File: src/rtl/dm_arbiter.sv
// dm_arbiter: two-port arbiter/sequencer in front of the data memory (dm).
//
// Port 0 (CPU load/store) and port 1 (DMA / test loader) share one dm.
// One transaction is in flight at a time. Reads take one settle cycle.
// Writes get one setup cycle and one dm_we pulse cycle. Address and data
// stay on the dm bus after dm_we falls, which gives hold time.
//
// Ports
//   clk, rst              clock; synchronous active-high reset
//   pN_req/we/addr/wdata  port N request, held until pN_ack
//   pN_ack                one-cycle completion pulse
//   pN_rdata              read data, valid with pN_ack, held until next read
//   dm_read_addr          dm read address (dm read is combinational)
//   dm_write_addr/data    dm write address/data, held until next write grant
//   dm_we                 registered dm write strobe (dm writes on its rise)
//   dm_read_data          dm combinational read data
//   busy                  high while a transaction is in progress

// Per-port completion logic: ack pulse and read-data holding register.
module dm_arb_port #(
  parameter int DW = 32
) (
  input  logic          clk,
  input  logic          rst,
  input  logic          done,
  input  logic          load,
  input  logic [DW-1:0] dm_read_data,
  output logic          ack,
  output logic [DW-1:0] rdata
);
  always_ff @(posedge clk) begin
    if (rst) begin
      ack   <= 1'b0;
      rdata <= '0;
    end else begin
      ack <= done;
      if (load) rdata <= dm_read_data;
    end
  end
endmodule

module dm_arbiter #(
  parameter int AW = 16,
  parameter int DW = 32
) (
  input  logic          clk,
  input  logic          rst,
  input  logic          p0_req,
  input  logic          p0_we,
  input  logic [AW-1:0] p0_addr,
  input  logic [DW-1:0] p0_wdata,
  output logic          p0_ack,
  output logic [DW-1:0] p0_rdata,
  input  logic          p1_req,
  input  logic          p1_we,
  input  logic [AW-1:0] p1_addr,
  input  logic [DW-1:0] p1_wdata,
  output logic          p1_ack,
  output logic [DW-1:0] p1_rdata,
  output logic [AW-1:0] dm_read_addr,
  output logic [AW-1:0] dm_write_addr,
  output logic [DW-1:0] dm_write_data,
  output logic          dm_we,
  input  logic [DW-1:0] dm_read_data,
  output logic          busy
);
  localparam int NP = 2;

  typedef enum logic [1:0] {IDLE, RD, WR_SETUP, WR_PULSE} state_t;

  typedef struct packed {
    logic          req;
    logic          we;
    logic [AW-1:0] addr;
    logic [DW-1:0] wdata;
  } req_t;

  req_t [NP-1:0]          preq;
  logic [NP-1:0]          ack, done, load, elig;
  logic [NP-1:0][DW-1:0]  rdata;
  state_t                 state, state_nx;
  logic                   last_grant, gnt, pick, grant_en;

  assign preq[0] = '{req: p0_req, we: p0_we, addr: p0_addr, wdata: p0_wdata};
  assign preq[1] = '{req: p1_req, we: p1_we, addr: p1_addr, wdata: p1_wdata};

  // A request still high during its own ack cycle is the tail of the
  // transaction just finished, not a new one.
  assign elig = {preq[1].req & ~ack[1], preq[0].req & ~ack[0]};

  always_comb begin
    state_nx = state;
    grant_en = 1'b0;
    pick     = 1'b0;
    done     = '0;
    load     = '0;
    case (state)
      IDLE: begin
        if (|elig) begin
          grant_en = 1'b1;
          // On a tie the port that did not win last time goes next.
          pick     = (&elig) ? ~last_grant : elig[1];
          state_nx = preq[pick].we ? WR_SETUP : RD;
        end
      end
      RD: begin
        done[gnt] = 1'b1;
        load[gnt] = 1'b1;
        state_nx  = IDLE;
      end
      WR_SETUP: state_nx = WR_PULSE;
      WR_PULSE: begin
        done[gnt] = 1'b1;
        state_nx  = IDLE;
      end
      default: state_nx = IDLE;
    endcase
  end

  always_ff @(posedge clk) begin
    if (rst) begin
      state         <= IDLE;
      last_grant    <= 1'b1;
      gnt           <= 1'b0;
      dm_read_addr  <= '0;
      dm_write_addr <= '0;
      dm_write_data <= '0;
      dm_we         <= 1'b0;
    end else begin
      state <= state_nx;
      // Strobe is a flop output, high only for the WR_PULSE cycle.
      dm_we <= (state == WR_SETUP);
      if (grant_en) begin
        last_grant <= pick;
        gnt        <= pick;
        if (preq[pick].we) begin
          dm_write_addr <= preq[pick].addr;
          dm_write_data <= preq[pick].wdata;
        end else begin
          dm_read_addr  <= preq[pick].addr;
        end
      end
    end
  end

  for (genvar i = 0; i < NP; i++) begin : g_port
    dm_arb_port #(.DW(DW)) u_port (
      .clk          (clk),
      .rst          (rst),
      .done         (done[i]),
      .load         (load[i]),
      .dm_read_data (dm_read_data),
      .ack          (ack[i]),
      .rdata        (rdata[i])
    );
  end

  assign p0_ack   = ack[0];
  assign p1_ack   = ack[1];
  assign p0_rdata = rdata[0];
  assign p1_rdata = rdata[1];
  assign busy     = (state != IDLE);

endmodule
File: config.mk
export PLATFORM = sky130hd
export DESIGN_NAME = dm_arbiter
export DESIGN_NICKNAME = d
export VERILOG_FILES = /design/src/rtl/dm_arbiter.sv
export SDC_FILE = /design/constraint.sdc
export NUM_CORES = 1
export LEC_CHECK = 0
export CORE_MARGIN = 3
export CORE_UTILIZATION = 42
export CTS_CLUSTER_DIAMETER = 200
export DETAILED_ROUTE_END_ITERATION = 10
export PLACE_DENSITY = 0.81
export REMOVE_ABC_BUFFERS = 1
export SLEW_MARGIN = 20
export SYNTH_ARGS = -nofsm -noshare
export SYNTH_HDL_FRONTEND = slang
export SYNTH_SLANG_ARGS = --single-unit
File: constraint.sdc
create_clock -name clk -period 1.9 [get_ports clk]
set_input_delay 0.285 -clock clk [delete_from_list [all_inputs] [get_ports clk]]
set_output_delay 0.285 -clock clk [all_outputs]
set_load 0.01 [all_outputs]
======== Word level (Yosys, flattened, before mapping) ========
Index checks and enable logic that the tools add are counted.
storage, ports and cells
  output and inout port bits .............. 132
  register bits after elaboration ......... 135
  bits of input ports ..................... 134
  word-level logic and storage cells ...... 50
cells by class
  magnitude comparators ................... 4
  reductions and logical operators ........ 9
  eq/ne operators ......................... 4
  mux-type cells .......................... 15
  bitwise gates (word level) .............. 7
operator list
  cell                count
  $mux 49             4
  $lt 1x2->1 const B  3
  $mux 1              6
  $mux 2              3
  $pmux 2 s3          1
  $reduce_and 2->1    3
  $reduce_or 2->1     3
  $not 1->1           5
  $eq 2x2->1 const B  2
  $and 1x1->1         2
  $eq 2x1->1 const B  1
  $logic_not 2->1     1
  $ne 2x2->1 const B  1
  $reduce_bool 2->1   1
  $demux 1 s1         1
  $ge 1x1->1 const B  1
  $logic_and 1x1->1   1

======== Logic depth before layout (Yosys ltp) ========
Gate-level depths: netlist of run 1.
  depth in word-level cells ............... 10
  gate-level depth with buffers ........... 7
  depth with buffers taken out ............ 4

======== By module ========
From an unflattened synthesis of run 1, not the netlist that was laid out.
second synthesis, totals
  cells, all modules ...................... 602
  area, all modules ....................... 6204.7 um^2
modules (own cells, without submodules)
  module       times used  area an instance (um^2)  cells each  sequential area each (um^2)
  dm_arbiter   1           3799.9                   390         1381.3
  dm_arb_port  2           1202.4                   106         660.6

======== Worst setup path after synthesis of run 1 ========
Ideal clock, no wire load.
  path type ............................... register to register
  start point ............................. register g_port[0].u_port.ack
  end point ............................... register dm_write_addr[0]
  cell stages (with the launch flop) ...... 8
  clock period less this slack ............ 1.738 ns
  buffers on the path ..................... 3
  path slack .............................. 0.162 ns
  library setup time ...................... 0.087 ns
  arrival time ............................ 1.650 ns
  required time ........................... 1.813 ns
  cell sequence ........................... dfxtp_1 > nand3b_2 > a21o_1 > buf_2 > a21o_1 > buf_4 > buf_6 > a221oi_2
between the ends
  word-level cells in the longest chain between the ends .. 9
  elaborated cells on any way between the ends .. 12
ends and longest elaborated chain
  item                                        line  RTL
  start: declaration                          28    output logic ack,
  start signal: assignment                    36    ack <= done;
  $not 1->1 (*)                               89    assign elig = {preq[1].req & ~ack[1], preq[0].req & ~ack[0]};
  $and 1x1->1 (*)                             89
  $reduce_and 2->1                            102   pick = (&elig) ? ~last_grant : elig[1];
  $mux 1                                      102
  $mux 1                                      99    if (|elig) begin
  $mux 1                                      97    case (state)
  $mux 49 (implied by the code) (2 in a row)  137   dm_write_addr <= preq[pick].addr;
  $reduce_and 2->1 (no source line)           -
  end signal: assignment                      137
  end: declaration                            61    output logic [AW-1:0] dm_write_addr,
Every way passes the cells marked *; elsewhere a longest branch is shown, timed or not. The select of a mux whose other input is x is not followed.
A chain may end at the register's enable or synchronous reset.

======== Worst setup path after layout of run 1 ========
  start point ............................. register state[1]
  end point ............................... output port busy
between the ends
  word-level cells in the longest chain between the ends .. 1
ends and longest elaborated chain
  item                      line  RTL
  start: declaration        81    state_t state, state_nx;
  start signal: assignment  130   state <= state_nx;
  $reduce_bool 2->1         162   assign busy = (state != IDLE);
  end: declaration          65    output logic busy
Every way passes these cells.

==> results of run 1 <==
==> cells in the mapped netlist, drive strengths merged <==
library cell / number
a211o: 1
a211oi: 16
a21o: 3
a21oi: 82
a221oi: 49
a31o: 1
a41o: 1
and2: 1
and3: 1
and3b: 3
buf: 24
clkbuf: 48
dfxtp: 135
inv: 50
mux2i: 16
nand2: 130
nand2b: 2
nand3: 1
nand3b: 2
nand4b: 48
nor2: 1
nor3: 1
nor3b: 3
nor4b: 1
o21ai: 1
o31ai: 48
or2: 1
or3b: 1
==> cells in the final DEF, fill, tap and decap left out, types with 2 or more instances in the layout <==
master	instances
buf_12	11
a21oi_1	81
clkinv_4	2
nand2_1	130
a211oi_1	16
clkbuf_1	3
buf_4	40
a221oi_1	24
clkbuf_8	4
and3b_1	3
inv_1	50
a21o_1	2
nor3b_1	2
dfxtp_1	135
a221oi_2	24
o31ai_1	48
bufinv_16	3
nand4b_1	48
mux2i_1	16
nand2b_1	2
clkbuf_16	17
clkinv_2	2
clkdlybuf4s50_1	264
==> kinds of logic after synthesis <==
family / Yosys count
and+or+nand+nor: 196
buffers and inverters: 122
muxes: 16
DFF: 135
AOI/OAI and AO/OA: 202
==> what timing repair did <==
item,CTS,global route
resized for setup,1,4
endpoints found under the setup margin,1,8
cloned,0,0
endpoints found under the hold margin,0,0
pin swaps,0,1
==> final timing paths <==
path / slack (ns) / startpoint / end / depth (start not counted)
worst max-delay path: 0.08 / state[1] / busy / 2
worst min-delay path: 0.32 / rst / g_port[1].u_port.rdata[15] / 2
worst max register to register: 0.09 / state[0] / dm_write_data[10] / 6
worst min register to register: 0.45 / g_port[0].u_port.rdata[19] / g_port[0].u_port.rdata[19] / 2
==> power by group through the flow <==
stage | logic, W | registers, W | clock network (W)
finish | 0.00323 | 0.00341 | 0.00338
CTS | 0.00321 | 0.00341 | 0.00343
floorplan | 0.00116 | 0.00362 | 0
detailed placement | 0.00319 | 0.00346 | 0
global route | 0.00345 | 0.00345 | 0.00355
global placement | 0.00316 | 0.00346 | 0
==> cell type report <==
| class | instances | area (µm²) |
|---|---|---|
| fill | 1028 | 3890 |
| timing repair buffer | 315 | 3160 |
| multi-input combinational | 414 | 2790 |
| sequential | 135 | 2700 |
| clock buffer | 24 | 492 |
| tap | 176 | 220 |
| inverter | 50 | 188 |
| clock inverter | 7 | 118 |
==> state kept, by name (all words and copies together) (netlist names) <==
signal               flops
dm_write_addr           16
g_port.u_port.ack        2
dm_write_data           32
gnt                      1
dm_we                    1
dm_read_addr            16
state                    2
g_port.u_port.rdata     64
last_grant               1
==> stage by stage <==
| step | setup TNS [ns] | std cells | utilization [%] | worst slack (ns) |
|---|---|---|---|---|
| floorplan | -181.19 | 599 | - | -2.71 |
| global placement | -6.77 | 1090 | 66.6 | -0.141 |
| detailed placement | -10.11 | 1090 | 66.6 | -0.214 |
| CTS | 0 | 1121 | 71.1 | 0.0675 |
| global route | -0.0501 | 1121 | 71.3 | -0.0139 |
| finish | 0 | 1121 | 71.3 | 0.0817 |
==> worst max-delay path: stages, from the launching register on <==
cell	delay, ns
dfxtp_1	0.30
or2_4	0.30
clkdlybuf4s50_1	0.50
==> layer usage <==
layer	vias to the layer above	share of wire, %	global-route usage, %
met2	241	49	42.4
met1	2878	42	32.1
met3	37	5.9	4.73
li1	2949	-	-
met4	0	3.1	11.0
met5	-	0	0
==> run metrics, run 1 <==
clock sink count=135; worst IR drop on VDD=0.678 mV; Root Buffer=clkbuf_16; syn_area_per_cell=8.87 µm²; synthesized flop and latch total=135; Initial Util=43.9%; adder-cell share of the synthesized area=0%; top post-synthesis cells by area=dfxtp_1 45%, nand2_1 8.2%, nand4b_1 7.1%, a21oi_1 6.9%, o31ai_1 6.1%; unrepaired setup endpoints after global routing=yes; Post-CTS Hold Buffers=0; layout cells sized above 1=12.0%; Cell variety after synth=34; Area growth syn-to-layout=62.5%; Design Power=0.0100 W; first-pass GRT wire length=32,000 µm; Period minus WS final=1.82 ns; mux contribution to synthesized area=2.69%; main combinational cell family by area after synthesis=compound AO/OA/AOI/OAI gates; Post-CTS Repair Setup Buffers=0; Leak=3.40 nW; Worst-Margin Slew=0.570 ns; Setup Skew=0.0122 ns; Max Fclk=0.550 GHz; Total Routing Usage GR=25.3%; Total Die Area=0.0156 mm²; initial antenna violation count=0; sw frac=29.6%; IO Port Bufs=265; Clk network pwr share=33.7%; CTS tree=done; CTS buffer count=17; maxcap violations=0; Simple-Gate Fraction of Synth Area=17.7%; Post-DP HPWL=14,300 µm; worst endpoint data arrival time=1.53 ns; post-synthesis xor/xnor area fraction=0%; setup violators final=0; detailed-route via count=6,105; clock-pin slew on the worst setup and hold paths=0.06 ns; switching power=0.00297 W; type of the worst setup path=register to output port; pin count of the biggest net entering global routing=55; DR WL/cell=18.3 µm; Fin. Hold Viols=0; 1st-pass router iterations=5; crit path capture type=output port; final wirelength=20,500 µm; Post-Layout Inst Area=0.00967 mm²; post-synthesis compound-gate area fraction=25.5%; Core Region=0.0136 mm²; type of origin of the critical path=register; H-tree depth=4; sequential share of power=34.0%; Yosys top cell by area=dfxtp_1; worst skew pair latency=0.42 ns; Routed Antenna Nets=0; die width=125 µm; Rows=42; maximum fanout along the worst path=5; Clock Path Buffers=2; antenna cells=0; status=finished clean; DRC viols=0; Placer Congestion=0.845; initial drt markers=443; # IOs=266; synthesized area=0.00595 mm²; Area after DPL=0.00903 mm²; relative slew slack=62.0%; height of the die=125 µm; Gate power share=32.2%; share of the synthesized area in the top cell type=45.4%; Power Density=1040 mW/mm²; Ys Warns=0; worst min path class=input pin to register; sequential fraction of the synthesis area=45.4%; Max Slew Vio Count=0; Hold WS=0.318 ns; Tcrit/Tclk final=95.7%; Critical Path RT=1.62 ns; GRT Residual Overflow=0; vias in the first global route=5,840; Syn Inst Count=671; Final nets=1,067; post-DR vias/cell=5.45; Pint=0.00706 W
(Power assumes the default switching activity.)
==> run 2: changes to the inputs <==
--- a/config.mk
+++ b/config.mk
@@ -5,11 +5,12 @@
 export SDC_FILE = /design/constraint.sdc
 export NUM_CORES = 1
 export LEC_CHECK = 0
+export CAP_MARGIN = 0
 export CORE_MARGIN = 3
-export CORE_UTILIZATION = 42
+export CORE_UTILIZATION = 45
 export CTS_CLUSTER_DIAMETER = 200
 export DETAILED_ROUTE_END_ITERATION = 10
-export PLACE_DENSITY = 0.81
+export PLACE_DENSITY = 0.85
 export REMOVE_ABC_BUFFERS = 1
 export SLEW_MARGIN = 20
 export SYNTH_ARGS = -nofsm -noshare
==> constraint.sdc (replaced) <==
create_clock -name clk -period 2.2 [get_ports clk]
set_input_delay 0.33 -clock clk [delete_from_list [all_inputs] [get_ports clk]]
set_output_delay 0.33 -clock clk [all_outputs]
set_load 0.01 [all_outputs]
==> run 2 against run 1 <==
  * Register-to-register slack better by 0.17 ns
  * Routed wire length is 0.61% lower
  * Total power is 15% lower
  * Highest routed layer unchanged
==> run metrics, run 2 (same netlist as run 1, synthesis figures left out) <==
Root Buffer=clkbuf_16; Pint=0.00590 W; met1 Usage GRT=35.0%; type of origin of the critical path=register; Tcrit/Tclk final=93.5%; Design Power=0.00852 W; type of the worst setup path=register to output port; crit path capture type=output port; most frequent cells in the layout=263 x clkdlybuf4s50_1, 135 x dfxtp_1, 130 x nand2_1; initial antenna violation count=0; final wirelength=20,400 µm; 1st-pass router iterations=5; DR WL/cell=18.6 µm; pin count of the biggest net entering global routing=49; Worst-Margin Slew=0.728 ns; Gate power share=30.9%; DRC viols=0; fin cells=1,097; Setup Skew=0.00852 ns; Fin. Hold Viols=0; Final Util=73.9%; placed cell count=1,065; Most Crowded Layer GR=met2; relative slew slack=51.5%; Core Region=0.0128 mm²; H-tree depth=4; clock-pin slew on the worst setup and hold paths=0.06 ns; M3 GR Usage=5.55%; Leak=3.27 nW; setup_tns=0 ns; unrepaired setup endpoints after global routing=no; layout cells sized above 1=10.1%; Post-CTS Hold Buffers=0; worst endpoint data arrival time=1.73 ns; Rows=41; worst IR drop on VDD=0.839 mV; initial drt markers=751; sequential share of power=34.7%; vias in the first global route=5,893; maxcap violations=0; worst min path class=input pin to register; status=finished clean; Total Routing Usage GR=27.5%; GRT Residual Overflow=0; CTS tree=done; detailed-route via count=6,158; post-DR vias/cell=5.61; switching power=0.00262 W; Clock Path Buffers=2; sw frac=30.7%; Final nets=1,046; Biggest register=g_port.u_port.rdata; height of the die=121 µm; Total Die Area=0.0146 mm²; IO Port Bufs=265; Hold WS=0.440 ns; Area growth syn-to-layout=58.7%; most common cell after layout, fill and taps aside=clkdlybuf4s50_1; # IOs=266; max reg flops=64; biggest regs=g_port.u_port.rdata (64), dm_write_data (32); setup violators final=0; Power Density=902 mW/mm²; Max Fclk=0.486 GHz; first-pass GRT wire length=31,900 µm; Max Slew Vio Count=0; Critical Path RT=1.87 ns; Initial Util=46.6%; Post-DP HPWL=13,900 µm; Clk network pwr share=34.4%; worst skew pair latency=0.42 ns; clock sink count=135; Routed Antenna Nets=0; CTS buffer count=17; die width=121 µm; Period minus WS final=2.06 ns; met2 Use GR=45.4%; antenna cells=0; maximum fanout along the worst path=9; Placer Congestion=0.831
[run 2: critical path, stage by stage (launching register included)]
cell	delay (ns)
dfxtp_1	0.50
or2_4	0.26
clkdlybuf4s50_1	0.55
[run 2: layout make-up]
cell class                 instances  area, µm²
timing repair buffer             294       2960
inverter                          50        188
tap                              172        215
multi-input combinational        414       2760
clock inverter                    14        175
clock buffer                      18        439
fill                             934       3330
sequential                       135       2700
[run 2: timing repair]
action | in CTS | in global routing
gates resized for setup | 1 | 0
buffers inserted | 0 | 0
setup endpoints to repair | 1 | 0
[run 2: path summary, 6_finish.rpt]
check / start / end / slack (ns) / cells after the start
worst max-delay path: state[0] / busy / 0.14 / 2
worst min register to register: g_port[1].u_port.rdata[21] / g_port[1].u_port.rdata[21] / 0.45 / 2
worst max register to register: state[1] / dm_read_addr[3] / 0.26 / 4
worst min-delay path: rst / g_port[1].u_port.rdata[3] / 0.44 / 2
[run 2: routing by layer]
metal,wire [µm],vias to the layer above
met4,590,0
met3,1200,39
met1,8340,2953
met5,0,-
li1,-,2904
met2,10200,262
[run 2: power groups by stage]
| stage | Combinational (W) | Sequential, W | Clock (W) |
|---|---|---|---|
| floorplan | 0.000999 | 0.00313 | 0 |
| global placement | 0.00257 | 0.00300 | 0 |
| detailed placement | 0.00260 | 0.00301 | 0 |
| CTS | 0.00262 | 0.00296 | 0.00297 |
| global route | 0.00281 | 0.00300 | 0.00309 |
| finish | 0.00263 | 0.00296 | 0.00293 |
[run 2: per-stage QoR]
step / cell area, µm² / worst slack (ns)
after floorplan: 5620 / -2.41
after global placement: 8830 / -0.0369
after detailed placement: 8830 / -0.0981
after CTS: 9450 / 0.142
after global routing: 9450 / 0.0723
final: 9450 / 0.143
==> run 3: changes to the inputs <==
--- a/config.mk
+++ b/config.mk
@@ -7,10 +7,10 @@
 export LEC_CHECK = 0
 export CAP_MARGIN = 0
 export CORE_MARGIN = 3
-export CORE_UTILIZATION = 45
+export CORE_UTILIZATION = 42
 export CTS_CLUSTER_DIAMETER = 200
 export DETAILED_ROUTE_END_ITERATION = 10
-export PLACE_DENSITY = 0.85
+export PLACE_DENSITY = 0.81
 export REMOVE_ABC_BUFFERS = 1
 export SLEW_MARGIN = 20
 export SYNTH_ARGS = -nofsm -noshare
==> constraint.sdc (replaced) <==
create_clock -name clk -period 2.3 [get_ports clk]
set_input_delay 0.345 -clock clk [delete_from_list [all_inputs] [get_ports clk]]
set_output_delay 0.345 -clock clk [all_outputs]
set_load 0.01 [all_outputs]
==> run 3 against run 2 <==
  * Non-clock buffer count fell by 6
  * Sequential share of layout area up 0.43 points
  * Sequential power shrank 4%
  * Critical path depth unchanged
  * Final cell count fell by 0.18%
  * Flip-flop and latch count unchanged
  * Combinational power fell by 6%
  * Utilization is 5.3 points lower
  * Global-route usage decreased by 1.8 points
  * Via count down 0.39%
  * Total power is 7.4% lower
==> run metrics, run 3 (same netlist as run 1, synthesis figures left out) <==
status=finished clean; DRC viols=0; detailed-route via count=6,134; CTS tree=done; end of the worst hold path=gnt; Hold Crit Depth=2; type of the worst setup path=register to output port; worst min path class=input pin to register; worst skew pair latency=0.42 ns; Post-DP HPWL=13,900 µm; layout cells sized above 1=8.71%; setup_tns=0 ns; Period minus WS final=2.06 ns; min-delay src=rst; Power Density=848 mW/mm²; Routed Antenna Nets=0; Biggest register=g_port.u_port.rdata; Root Buffer=clkbuf_16; Core Region=0.0136 mm²; Placer Congestion=0.835; max reg flops=64; maximum fanout along the worst path=9; Max Fclk=0.486 GHz; Initial Util=43.9%; worst endpoint data arrival time=1.71 ns; Setup Skew=0.00552 ns; worst IR drop on VDD=0.501 mV; Area growth syn-to-layout=56.4%; Hold WS=0.449 ns; crit path capture type=output port; path depth of the worst reg2reg path=5; H-tree depth=4; Critical R2R Capture=dm_write_data[11]; most frequent cells in the layout=264 x clkdlybuf4s50_1, 135 x dfxtp_1, 130 x nand2_1; Critical Path RT=1.96 ns; setup violators final=0; setup slack, reg-to-reg=0.46 ns; Worst-Margin Slew=0.756 ns; Final nets=1,040; type of origin of the critical path=register; initial antenna violation count=1; post-DR vias/cell=5.60; FF-to-FF Start=state[1]; biggest regs=g_port.u_port.rdata (64), dm_write_data (32); Rows=42; top sig layer=met4; vias in the first global route=5,872; most common cell after layout, fill and taps aside=clkdlybuf4s50_1; metal3 WL=1290 µm; height of the die=125 µm; 1st-pass router iterations=5; first-pass GRT wire length=32,300 µm; Leak=3.20 nW; Max Slew Vio Count=0; clock sink count=135; pin count of the biggest net entering global routing=61; Fin. Hold Viols=0; DR WL/cell=18.9 µm; CTS buffer count=17; unrepaired setup endpoints after global routing=no; Total Routing Usage GR=25.7%; Total Die Area=0.0156 mm²; maxcap violations=0; clock-pin slew on the worst setup and hold paths=0.05 ns; Tcrit/Tclk final=89.6%; initial drt markers=488; Filler Cells Inserted=1,117; IO Port Bufs=265; # IOs=266; Clock Path Buffers=2; met2 wire length=10,400 µm; Metal-1 WL=8290 µm; final wirelength=20,700 µm; relative slew slack=49.6%; GRT Residual Overflow=0; die width=125 µm; Post-CTS Repair Setup Buffers=0
==> run 3: report_power, final <==
part           leakage [nW]  switching (W)  internal (W)
Combinational          1.83        0.00126       0.00121
Sequential             1.10       0.000175       0.00265
Clock                 0.271       0.000982       0.00161
Total                  3.20        0.00242       0.00548
==> run 3: critical path: stages, from the launching register on <==
cell             delay, ns
dfxtp_1               0.49
or2_4                 0.25
clkdlybuf4s50_1       0.56
==> run 3: how the worst max path moves through the flow <==
stage | start | end | slack (ns)
6_report | state[0] | busy | 0.24
5_1_grt | state[0] | busy | 0.16
4_1_cts | state[0] | busy | 0.05
3_5_place_dp | p1_req | dm_write_data[15] | 0.1
3_3_place_gp | p1_req | dm_write_data[11] | 0.16
2_1_floorplan | state[0] | dm_write_addr[15] | -2.31
==> run 3: layer usage <==
layer  vias to the layer above  GRT usage (%)
met5                         -              0
li1                       2888              -
met1                      2943           31.5
met4                         0           10.9
met3                        40           5.67
met2                       263           43.4
==> run 3: timing repair <==
| item | in CTS | in global routing |
|---|---|---|
| endpoints found under the setup margin | 0 | 1 |
| hold buffers | 0 | 0 |
| hold endpoints to repair | 0 | 0 |
| gates resized for setup | 0 | 1 |
==> run 3: area by class of cell <==
class | count | area [µm²] | share of cell area, %
multi-input combinational | 414 | 2760 | 29.7
sequential | 135 | 2700 | 29.0
inverter | 50 | 188 | 2.02
timing repair buffer | 288 | 2870 | 30.9
tap | 176 | 220 | 2.37
clock inverter | 8 | 100 | 1.08
clock buffer | 23 | 458 | 4.92
antenna | 1 | 2.50 | 0.0269
==> run 3: per-stage QoR <==
step                      power [W]  area [µm²]  cells  util (%)  setup WS, ns
after global routing        0.00824        9310   1095      68.6         0.164
after detailed placement    0.00532        8740   1063      64.5        0.0967
after floorplan             0.00395        5620    599         -         -2.31
after CTS                   0.00793        9300   1094      68.6        0.0474
after global placement      0.00528        8740   1063      64.5         0.156
final                       0.00789        9310   1095      68.6         0.240
